**src/rtl/mem_access_stage_pkg.sv**
```systemverilog
// Shared types and defaults for the MEM pipeline stage: FSM states, bus widths
// and the byte-address to word-index helper.
package mem_access_stage_pkg;

    localparam int WORD_W     = 32;
    localparam int REG_ADDR_W = 5;
    localparam logic [WORD_W-1:0] MEM_BASE_DEF = 32'd1024;

    typedef enum logic [1:0] {
        IDLE,
        ACCESS,
        DONE
    } state_t;

    function automatic logic [WORD_W-1:0] word_index(input logic [WORD_W-1:0] byte_addr,
                                                     input logic [WORD_W-1:0] base);
        return (byte_addr - base) >> 2;
    endfunction

endpackage

```
**src/rtl/mem_access_stage_if.sv**
```systemverilog
// Data-memory request bus: request/write/address/data out, one-cycle ack strobe back.
// master = MEM stage, slave = data memory.
interface mem_access_stage_if;
    import mem_access_stage_pkg::*;

    logic              mem_req;
    logic              mem_we;
    logic [WORD_W-1:0] mem_addr;
    logic [WORD_W-1:0] mem_wdata;
    logic              mem_ack;
    logic [WORD_W-1:0] mem_rdata;

    modport master (
        output mem_req, mem_we, mem_addr, mem_wdata,
        input  mem_ack, mem_rdata
    );

    modport slave (
        input  mem_req, mem_we, mem_addr, mem_wdata,
        output mem_ack, mem_rdata
    );

endinterface

```
**src/rtl/mem_access_stage_dmem_addr_check.sv**
```systemverilog
// Combinational word-index computation and alignment/range check for data-memory accesses.
// Zero latency, no backpressure.
module mem_access_stage_dmem_addr_check
    import mem_access_stage_pkg::*;
#(
    parameter logic [WORD_W-1:0] MEM_BASE   = MEM_BASE_DEF,
    parameter int                DMEM_WORDS = 64
) (
    input  logic              acc,
    input  logic [WORD_W-1:0] byte_addr,
    output logic [WORD_W-1:0] word_idx,
    output logic              bad
);

    assign word_idx = word_index(byte_addr, MEM_BASE);

    // Below-base addresses wrap to a huge index, but are rejected explicitly anyway.
    assign bad = acc & ((byte_addr[1:0] != 2'b00)
                      | (word_idx >= WORD_W'(DMEM_WORDS))
                      | (byte_addr < MEM_BASE));

endmodule

```
**src/rtl/mem_access_stage.sv**
```systemverilog
// MEM stage: issues loads/stores on the data-memory bus and freezes upstream until done.
// Non-memory ops pass through in 0 cycles; an access stalls 1 + (cycles to ack) cycles.
module mem_access_stage
    import mem_access_stage_pkg::*;
#(
    parameter logic [WORD_W-1:0] MEM_BASE    = MEM_BASE_DEF,
    parameter int                DMEM_WORDS  = 64,
    parameter int                TIMEOUT_CYC = 16
) (
    input  logic                  clk,
    input  logic                  rst,
    input  logic                  WB_en_in,
    input  logic                  MEM_R_EN_in,
    input  logic                  MEM_W_EN_in,
    input  logic [WORD_W-1:0]     ALU_result_in,
    input  logic [WORD_W-1:0]     ST_val_in,
    input  logic [REG_ADDR_W-1:0] Dest_in,
    input  logic [WORD_W-1:0]     PC_in,
    mem_access_stage_if.master    mem,
    output logic                  WB_en,
    output logic                  MEM_R_EN,
    output logic [WORD_W-1:0]     ALU_result,
    output logic [WORD_W-1:0]     Mem_read_value,
    output logic [REG_ADDR_W-1:0] Dest,
    output logic [WORD_W-1:0]     PC,
    output logic                  freeze,
    output logic                  mem_err
);

    localparam int               TMO_W    = $clog2(TIMEOUT_CYC) + 1;
    localparam logic [TMO_W-1:0] TMO_LAST = TMO_W'(TIMEOUT_CYC - 1);

    state_t            state_q, state_d;
    logic              acc, bad, tmo_hit;
    logic [WORD_W-1:0] word_idx;
    logic              req_q, we_q, err_q, tmo_flag_q;
    logic [WORD_W-1:0] addr_q, wdata_q, rdata_q;
    logic [TMO_W-1:0]  tmo_cnt_q;

    assign acc = MEM_R_EN_in | MEM_W_EN_in;

    mem_access_stage_dmem_addr_check #(
        .MEM_BASE   (MEM_BASE),
        .DMEM_WORDS (DMEM_WORDS)
    ) u_addr_check (
        .acc       (acc),
        .byte_addr (ALU_result_in),
        .word_idx  (word_idx),
        .bad       (bad)
    );

    // An ack in the final allowed cycle still counts as a completion.
    assign tmo_hit = (state_q == ACCESS) & ~mem.mem_ack & (tmo_cnt_q == TMO_LAST);

    always_ff @(posedge clk) begin
        if (rst) begin
            state_q <= IDLE;
        end else begin
            state_q <= state_d;
        end
    end

    always_comb begin
        state_d = state_q;
        freeze  = 1'b0;
        case (state_q)
            IDLE: begin
                if (acc & ~bad) begin
                    freeze  = 1'b1;
                    state_d = ACCESS;
                end
            end
            ACCESS: begin
                freeze = 1'b1;
                if (mem.mem_ack | tmo_hit) begin
                    state_d = DONE;
                end
            end
            DONE:    state_d = IDLE;
            default: state_d = IDLE;
        endcase
    end

    always_ff @(posedge clk) begin
        if (rst) begin
            req_q      <= 1'b0;
            we_q       <= 1'b0;
            addr_q     <= '0;
            wdata_q    <= '0;
            rdata_q    <= '0;
            err_q      <= 1'b0;
            tmo_flag_q <= 1'b0;
            tmo_cnt_q  <= '0;
        end else begin
            err_q <= ((state_q == IDLE) & bad) | tmo_hit;
            case (state_q)
                IDLE: begin
                    if (acc & ~bad) begin
                        req_q      <= 1'b1;
                        we_q       <= MEM_W_EN_in;
                        addr_q     <= word_idx;
                        wdata_q    <= ST_val_in;
                        tmo_cnt_q  <= '0;
                        tmo_flag_q <= 1'b0;
                    end
                end
                ACCESS: begin
                    tmo_cnt_q <= tmo_cnt_q + TMO_W'(1);
                    if (mem.mem_ack) begin
                        req_q <= 1'b0;
                        if (~we_q) begin
                            rdata_q <= mem.mem_rdata;
                        end
                    end else if (tmo_hit) begin
                        req_q      <= 1'b0;
                        rdata_q    <= '0;
                        tmo_flag_q <= 1'b1;
                    end
                end
                default: ;
            endcase
        end
    end

    assign mem.mem_req   = req_q;
    assign mem.mem_we    = we_q;
    assign mem.mem_addr  = addr_q;
    assign mem.mem_wdata = wdata_q;
    assign mem_err       = err_q;

    // A timed-out load must not write back a fabricated zero.
    assign WB_en          = WB_en_in & ~bad & ~((state_q == DONE) & tmo_flag_q & MEM_R_EN_in);
    assign MEM_R_EN       = MEM_R_EN_in;
    assign ALU_result     = ALU_result_in;
    assign Mem_read_value = (state_q == DONE) ? rdata_q : '0;
    assign Dest           = Dest_in;
    assign PC             = PC_in;

endmodule

```
**src/flat_wrapper.sv**
```systemverilog
// flat-port wrapper written by rule: the top's interface ports become plain ports
module mem_access_stage_flat import mem_access_stage_pkg::*;
#(
    parameter logic [WORD_W-1:0] MEM_BASE    = MEM_BASE_DEF,
    parameter int                DMEM_WORDS  = 64,
    parameter int                TIMEOUT_CYC = 16
)
  (clk, rst, WB_en_in, MEM_R_EN_in, MEM_W_EN_in, ALU_result_in, ST_val_in, Dest_in, PC_in, WB_en, MEM_R_EN, ALU_result, Mem_read_value, Dest, PC, freeze, mem_err, mem_mem_req, mem_mem_we, mem_mem_addr, mem_mem_wdata, mem_mem_ack, mem_mem_rdata);
  mem_access_stage_if mem_i ();
  input  logic clk;
  input  logic rst;
  input  logic WB_en_in;
  input  logic MEM_R_EN_in;
  input  logic MEM_W_EN_in;
  input  logic [WORD_W-1:0] ALU_result_in;
  input  logic [WORD_W-1:0] ST_val_in;
  input  logic [REG_ADDR_W-1:0] Dest_in;
  input  logic [WORD_W-1:0] PC_in;
  output logic WB_en;
  output logic MEM_R_EN;
  output logic [WORD_W-1:0] ALU_result;
  output logic [WORD_W-1:0] Mem_read_value;
  output logic [REG_ADDR_W-1:0] Dest;
  output logic [WORD_W-1:0] PC;
  output logic freeze;
  output logic mem_err;
  output wire logic [$bits(mem_i.mem_req)-1:0] mem_mem_req;
  output wire logic [$bits(mem_i.mem_we)-1:0] mem_mem_we;
  output wire logic [$bits(mem_i.mem_addr)-1:0] mem_mem_addr;
  output wire logic [$bits(mem_i.mem_wdata)-1:0] mem_mem_wdata;
  input wire logic [$bits(mem_i.mem_ack)-1:0] mem_mem_ack;
  input wire logic [$bits(mem_i.mem_rdata)-1:0] mem_mem_rdata;
  assign mem_mem_req = mem_i.mem_req;
  assign mem_mem_we = mem_i.mem_we;
  assign mem_mem_addr = mem_i.mem_addr;
  assign mem_mem_wdata = mem_i.mem_wdata;
  assign mem_i.mem_ack = mem_mem_ack;
  assign mem_i.mem_rdata = mem_mem_rdata;
  mem_access_stage #(.MEM_BASE(MEM_BASE), .DMEM_WORDS(DMEM_WORDS), .TIMEOUT_CYC(TIMEOUT_CYC)) u_core (.clk(clk), .rst(rst), .WB_en_in(WB_en_in), .MEM_R_EN_in(MEM_R_EN_in), .MEM_W_EN_in(MEM_W_EN_in), .ALU_result_in(ALU_result_in), .ST_val_in(ST_val_in), .Dest_in(Dest_in), .PC_in(PC_in), .mem(mem_i), .WB_en(WB_en), .MEM_R_EN(MEM_R_EN), .ALU_result(ALU_result), .Mem_read_value(Mem_read_value), .Dest(Dest), .PC(PC), .freeze(freeze), .mem_err(mem_err));
endmodule
```
**config.mk**
```make
export PLATFORM = sky130hd
export DESIGN_NAME = mem_access_stage_flat
export DESIGN_NICKNAME = d
export VERILOG_FILES = /design/src/rtl/mem_access_stage_pkg.sv /design/src/rtl/mem_access_stage_if.sv /design/src/rtl/mem_access_stage_dmem_addr_check.sv /design/src/rtl/mem_access_stage.sv /design/src/flat_wrapper.sv
export SDC_FILE = /design/constraint.sdc
export NUM_CORES = 1
export LEC_CHECK = 0
export CAP_MARGIN = 20
export CELL_PAD_IN_SITES_DETAIL_PLACEMENT = 1
export CELL_PAD_IN_SITES_GLOBAL_PLACEMENT = 1
export CORE_MARGIN = 2
export CORE_UTILIZATION = 26
export DETAILED_ROUTE_END_ITERATION = 8
export PLACE_DENSITY_LB_ADDON = 0.1
export SLEW_MARGIN = 20
export SYNTH_ARGS = -nofsm -noshare
export SYNTH_HDL_FRONTEND = slang
export SYNTH_HIERARCHICAL = 1
export SYNTH_SLANG_ARGS = --single-unit
```
**constraint.sdc**
```tcl
create_clock -name clk -period 5.7 [get_ports clk]
set_input_delay 0.57 -clock clk [delete_from_list [all_inputs] [get_ports clk]]
set_output_delay 0.57 -clock clk [all_outputs]
set_load 0.03 [all_outputs]
```
==> results of run 1 <==
synth_stat cells (all sizes together), types with 6 or more instances:
cell,number
a21oi,76
a22oi,32
and2,33
buf,102
clkbuf,20
dfxtp,107
inv,7
nand2,142
nor2,49
nor3,12
o21ai,7
xnor2,6
xor2,13
layer usage:
metal / vias to the layer above / wire, um / global-route usage [%]
met5: - / 0 / 0
met4: 0 / 229 / 5.000
met3: 25 / 1086 / 4.255
met2: 137 / 8477 / 27.54
met1: 2355 / 7235 / 18.43
li1: 2393 / - / -
where the power goes:
| group | switching (uW) | internal [uW] |
|---|---|---|
| logic | 182 | 150 |
| registers | 14.5 | 774 |
| clock network | 305 | 305 |
registers in the layout, summed over array words and instances (netlist names), 2 cells and up:
name	flops
u_core/rdata_q	32
u_core/mem.mem_addr	32
u_core/state_q	2
u_core/tmo_cnt_q	5
u_core/mem.mem_wdata	32
kinds of logic after synthesis:
family | Yosys count | synth area share [%]
flops | 107 | 40.41
fa+ha+maj | 4 | 0.9441
xor+xnor | 19 | 3.139
mux | 1 | 0.1888
other cells | 1 | 0.07074
simple gates | 276 | 24.19
buf+inv | 129 | 16.52
compound gates | 129 | 14.54
how the worst max path moves through the flow:
stage                           start      to  slack, ns  depth (start not counted)
floorplan           ALU_result_in[13]  freeze       1.18                         11
finish              ALU_result_in[17]   WB_en       0.51                          9
CTS                 ALU_result_in[17]   WB_en       0.47                          9
global route        ALU_result_in[17]   WB_en       0.32                          9
global placement    ALU_result_in[17]   WB_en       0.50                          9
detailed placement  ALU_result_in[17]   WB_en       0.47                          9
tightest hold or removal path: stages, from the launching register on:
cell	delay [ns]
dfxtp_1	0.31
nand2_1	0.05
a21oi_1	0.05
final cells by class:
cell class | count | area (um2)
Clock buffer | 9 | 225.2
Timing Repair Buffer | 241 | 2409
Multi-Input combinational cell | 431 | 2306
Tap cell | 270 | 337.8
Inverter | 7 | 26.28
Clock inverter | 7 | 61.31
Fill cell | 2357 | 12600
Sequential cell | 107 | 2142
per-stage QoR:
step           utilization [%]  setup WS (ns)  hold WS, ns  area, um2
6_report                 37.34         0.5108       0.4547       7507
4_1_cts                  37.30         0.4698       0.4582       7498
5_1_grt                  37.34         0.3187       0.4758       7507
3_3_place_gp             35.87         0.5033       0.4390       7211
2_1_floorplan                -          1.182       0.4273       5305
3_5_place_dp             35.87         0.4738       0.4481       7212
==> flow_summary.yaml, run 1 <==
timing:
  period_minus_slack_ns: 5.189
  timing.final.crit_share_pct: 91.04
  rsz0062_at_grt: "no"
  fin_tns_setup_ns: 0
  finalHoldViolations: 0
  finalSetupViolations: 0
  fin_skew_ns: 0.01024
  worst_pin_slew_ns: 0.8479
  maxClockFrequency_mhz: 192.7
  relSlewSlack_pct: 43.47
  slew_violations: 0
logic_synthesis:
  yosysUniqueCellTypes: 46
  netlist.area_leader.share_pct: 40.41
  syn_area_per_cell_um2: 7.960
  synth_area_um2: 5301
  ys.warnings.count: 6
  synth_edf_count: 0
  yosysSeqAreaShare_pct: 40.41
  synth_top_area_cell: "dfxtp_1"
  syn_inst: 666
  synth_ff_type: "dfxtp_1"
  async_reset_ff_share_pct: 0
  ys_top_cells_by_area: "dfxtp_1 40%, buf_4 12%, nand2_1 10%"
  ys_seq_elements: 107
die:
  die_h_um: 146.8
  die_area_um2: 21550
  pin_count: 310
  core_um2: 20100
  die_width_um: 146.8
  initial_core_util_pct: 26.37
  rows: 52
clock_network:
  htree_levels: 3
  clock_sinks: 107
  hold_buffers: 0
  cts_tree: "built"
  clk_path_buf_depth: 2
  clk_latency_ns: 0.35
  cts_made_buffers: 9
  cts_resized: 0
  cts_setup_buffers: 0
  clk_pin_slew_ns: 0.07
  clk_root_buffer_cell: "clkbuf_16"
route:
  drtPass1Iterations: 4
  routed_wl_mm: 17.03
  ant_nets: 0
  avgRoutedWirePerCell_um: 15.88
  drc: 0
  via_per_inst: 4.580
  drt_iter0_markers: 194
  vias: 4910
setup_path:
  crit_path_end_kind: "output port"
  path_buf_inv: 2
  reg2reg_to: "u_core/rdata_q[2]$_SDFFE_PP0P_"
  critPathSlowestCell: "clkdlybuf4s50_1"
  cp-start-kind: "primary input"
  crit_family: "simple AND/OR/NAND/NOR gates"
  ff2ff_path_depth: 4
  cp.arrival_ns: 4.62
  worst_ep_required_time_ns: 5.13
  critical_path_class: "in -> out"
  reg2reg_from: "u_core/state_q[0]$_SDFFE_PP0P_"
  worstPathMaxFanout: 8
  path_cells: "clkdlybuf4s50_1 > or4_4 > or3_4 > or4_4 > or4b_1 > o311a_1 > o41a_1 > a311oi_1 > clkdlybuf4s50_1"
  reg2reg_slack_ns: 3.51
  max_stage_delay_ns: 0.75
min_path:
  hold-path-cell-count: 2
  hold-path-endpoint: "u_core/mem.mem_addr[29]$_SDFFE_PP0P_"
  hold_path_startpoint: "u_core/mem.mem_addr[29]$_SDFFE_PP0P_"
  worstHoldPathType: "reg -> reg"
placement:
  gp_congestion: 0.7571
  place_inst: 1056
  port_buffers: 235
  hpwl_mm: 12.23
pwr:
  leakagePower_uw: 0.002607
  fin_total_pwr_uw: 1731
  pwr_density_cell_nw_per_um2: 230.6
  ir_worst_vdd_v: 0.0001287
grt:
  grt_pass1_vias: 5203
  gr-total-overflow: 0
  grt_max_degree: 108
  grt_pass1_wl_mm: 27.23
  grt_usage_pct: 15.62
  antenna_found_initial: 0
run:
  maxCapViolations: 0
final_layout:
  drive_above_1_share_pct: 4.239
  stdcell_count: 1072
  layout_common_cells: "233 x clkdlybuf4s50_1, 142 x nand2_1, 107 x dfxtp_1"
  area_growth_pct: 41.61
  mostFrequentLayoutCell: "clkdlybuf4s50_1"
  nets: 940
  antenna-diode-count: 0
outcome:
  run_status: "completed"
(Power assumes the default switching activity.)
==> run 2: changes to the inputs <==
--- a/config.mk
+++ b/config.mk
@@ -9,11 +9,10 @@
 export CELL_PAD_IN_SITES_DETAIL_PLACEMENT = 1
 export CELL_PAD_IN_SITES_GLOBAL_PLACEMENT = 1
 export CORE_MARGIN = 2
-export CORE_UTILIZATION = 26
+export CORE_UTILIZATION = 27
 export DETAILED_ROUTE_END_ITERATION = 8
 export PLACE_DENSITY_LB_ADDON = 0.1
 export SLEW_MARGIN = 20
 export SYNTH_ARGS = -nofsm -noshare
 export SYNTH_HDL_FRONTEND = slang
-export SYNTH_HIERARCHICAL = 1
 export SYNTH_SLANG_ARGS = --single-unit
==> run 2 against run 1 <==
Fmax up 16%. Area after synthesis up 1.5%. Worst hold slack better by 0.020 ns. Sequential share of layout area down 1.3 points. Largest power group unchanged.
==> flow_summary.yaml, run 2 <==
outcome:
  run_status: "completed"
final_layout:
  final_area_um2: 7715
  drive_above_1_share_pct: 5.041
  stdcell_count: 999
  nFillCells: 2218
  nets: 872
  mostFrequentLayoutCell: "clkdlybuf4s50_1"
  layout_common_cells: "232 x clkdlybuf4s50_1, 105 x dfxtp_1, 83 x nand2b_1"
  area_growth_pct: 43.40
  antenna-diode-count: 0
logic_synthesis:
  async_reset_ff_share_pct: 0
  syn_area_per_cell_um2: 9.150
  synth_top_area_cell: "dfxtp_1"
  synth_ff_type: "dfxtp_1"
  yosysUniqueCellTypes: 61
  synth_edf_count: 0
  synth_common_cells: "105 x dfxtp_1, 83 x nand2b_1, 74 x buf_4"
  yosysSeqAreaShare_pct: 39.07
  ys.warnings.count: 0
  ys_seq_elements: 105
  syn_inst: 588
  synth_most_common_cell: "dfxtp_1"
  synth_area_um2: 5380
  ys_top_cells_by_area: "dfxtp_1 39%, buf_4 10%, nand2b_1 9.7%"
  netlist.area_leader.share_pct: 39.07
pwr:
  power_switching_uw: 393.7
  switching_share_pct: 24.92
  leakagePower_uw: 0.002621
  p_clk_share_pct: 41.4
  pwr_density_cell_nw_per_um2: 204.8
  p_int_uw: 1186
  pwr-share-comb_pct: 12.2
  seq_power_share_pct: 46.4
  ir_worst_vdd_v: 0.0001245
timing:
  timing.final.crit_share_pct: 78.74
  relSlewSlack_pct: 47.89
  fin_hold_ws_ns: 0.4743
  finalSetupViolations: 0
  maxClockFrequency_mhz: 222.8
  fin_tns_setup_ns: 0
  finalHoldViolations: 0
  period_minus_slack_ns: 4.488
  worst_pin_slew_ns: 0.7816
  slew_violations: 0
  fin_skew_ns: 0.01328
  rsz0062_at_grt: "no"
clock_network:
  hold_buffers: 0
  htree_levels: 3
  cts_tree: "built"
  cts_setup_buffers: 0
  clock_sinks: 105
  clk_latency_ns: 0.35
  clk_root_buffer_cell: "clkbuf_16"
  clk_pin_slew_ns: 0.08
  cts_resized: 0
  clk_path_buf_depth: 2
  cts_made_buffers: 9
route:
  drt_iter0_markers: 197
  drtPass1Iterations: 4
  routed_wl_mm: 16.45
  vias: 4634
  avgRoutedWirePerCell_um: 16.46
  drc: 0
  via_per_inst: 4.639
  ant_nets: 0
setup_path:
  ff2ff_path_depth: 4
  path_cells: "clkdlybuf4s50_1 > nor3_2 > nand4_1 > o31ai_1 > nand4_1 > nor4_2 > o21ba_1 > clkdlybuf4s50_1"
  reg2reg_slack_ns: 3.42
  cp-start-kind: "primary input"
  max_stage_delay_ns: 0.68
  critPathSlowestCell: "clkdlybuf4s50_1"
  reg2reg_from: "u_core.state_q[0]$_SDFFE_PP0P_"
  worst_ep_required_time_ns: 5.13
  crit_path_end_kind: "output port"
  worstPathMaxFanout: 9
  critical_path_class: "in -> out"
  cp.arrival_ns: 3.92
  reg2reg_to: "u_core.rdata_q[27]$_SDFFE_PP0P_"
min_path:
  hold-path-endpoint: "u_core.mem.mem_wdata[5]$_SDFFE_PP0P_"
  worstHoldPathType: "reg -> reg"
  hold_path_startpoint: "u_core.mem.mem_wdata[5]$_SDFFE_PP0P_"
  hold-path-cell-count: 2
placement:
  gp_congestion: 0.8696
  dpl-instance-area_um2: 7398
  place_inst: 983
  hpwl_mm: 11.90
  port_buffers: 233
run:
  maxCapViolations: 0
grt:
  antenna_found_initial: 0
  grt_pass1_vias: 4935
  gr-total-overflow: 0
  grt_pass1_wl_mm: 26.19
  grt_usage_pct: 15.11
  grt_max_degree: 86
die:
  initial_core_util_pct: 27.55
  pin_count: 310
  die_width_um: 145.2
  die_area_um2: 21070
  die_h_um: 145.2
  rows: 51
  core_um2: 19530
## run 2: through the flow
step	utilization [%]	worst slack (ns)	power (uW)
floorplan	-	2.464	892.6
global placement	37.79	1.391	940.3
detailed placement	37.89	1.243	942.9
CTS	39.48	1.226	1615
global route	39.51	0.9528	1654
finish	39.51	1.212	1580
## run 2: worst max-delay path: cells and delay by family
family / cells / cell delay (ns)
compound gates: 2 / 0.60
buf+inv: 2 / 1.13
simple gates: 4 / 1.62
## run 2: worst max path at each step
stage	from	to	depth (start not counted)
detailed placement	ALU_result_in[18]	freeze	8
CTS	ALU_result_in[18]	freeze	8
finish	ALU_result_in[18]	freeze	8
global route	ALU_result_in[17]	WB_en	8
floorplan	ALU_result_in[14]	WB_en	6
global placement	ALU_result_in[14]	freeze	8
## run 2: area by class of cell
| class | instances | area [um2] | share of cell area (%) |
|---|---|---|---|
| Clock inverter | 7 | 86.33 | 1.119 |
| Clock buffer | 9 | 225.2 | 2.919 |
| Timing Repair Buffer | 239 | 2391 | 30.99 |
| Multi-Input combinational cell | 366 | 2549 | 33.04 |
| Tap cell | 265 | 331.6 | 4.298 |
| Inverter | 8 | 30.03 | 0.3892 |
| Sequential cell | 105 | 2102 | 27.25 |
## run 2: power by group through the flow
| stage | logic, uW | clock network, uW | registers (uW) |
|---|---|---|---|
| 3_5_place_dp | 192 | 0 | 751 |
| 5_1_grt | 205 | 716 | 733 |
| 2_1_floorplan | 141 | 0 | 752 |
| 3_3_place_gp | 190 | 0 | 751 |
| 6_report | 192 | 655 | 733 |
| 4_1_cts | 193 | 688 | 733 |
## run 2: layer usage
layer	part of all wire [%]	vias to the layer above	global-route usage, %	routed length (um)
met5	0	-	0	0
met4	1.8	0	4.853	303
met3	9.1	36	6.258	1501
met2	47	187	25.81	7695
met1	42	2196	17.14	6946
li1	-	2215	-	-
## run 2: kinds of logic (layout without fill, tap and decap cells)
logic type | after synthesis | count (layout) | share of synthesized area (%)
xor+xnor | 1 | 1 | 0.1628
fa+ha+maj | 4 | 4 | 0.9303
flops | 105 | 105 | 39.07
simple gates | 245 | 245 | 27.49
other cells | 1 | 2 | 0.06970
mux | 42 | 42 | 7.884
buf+inv | 118 | 263 | 13.86
compound gates | 72 | 72 | 10.53
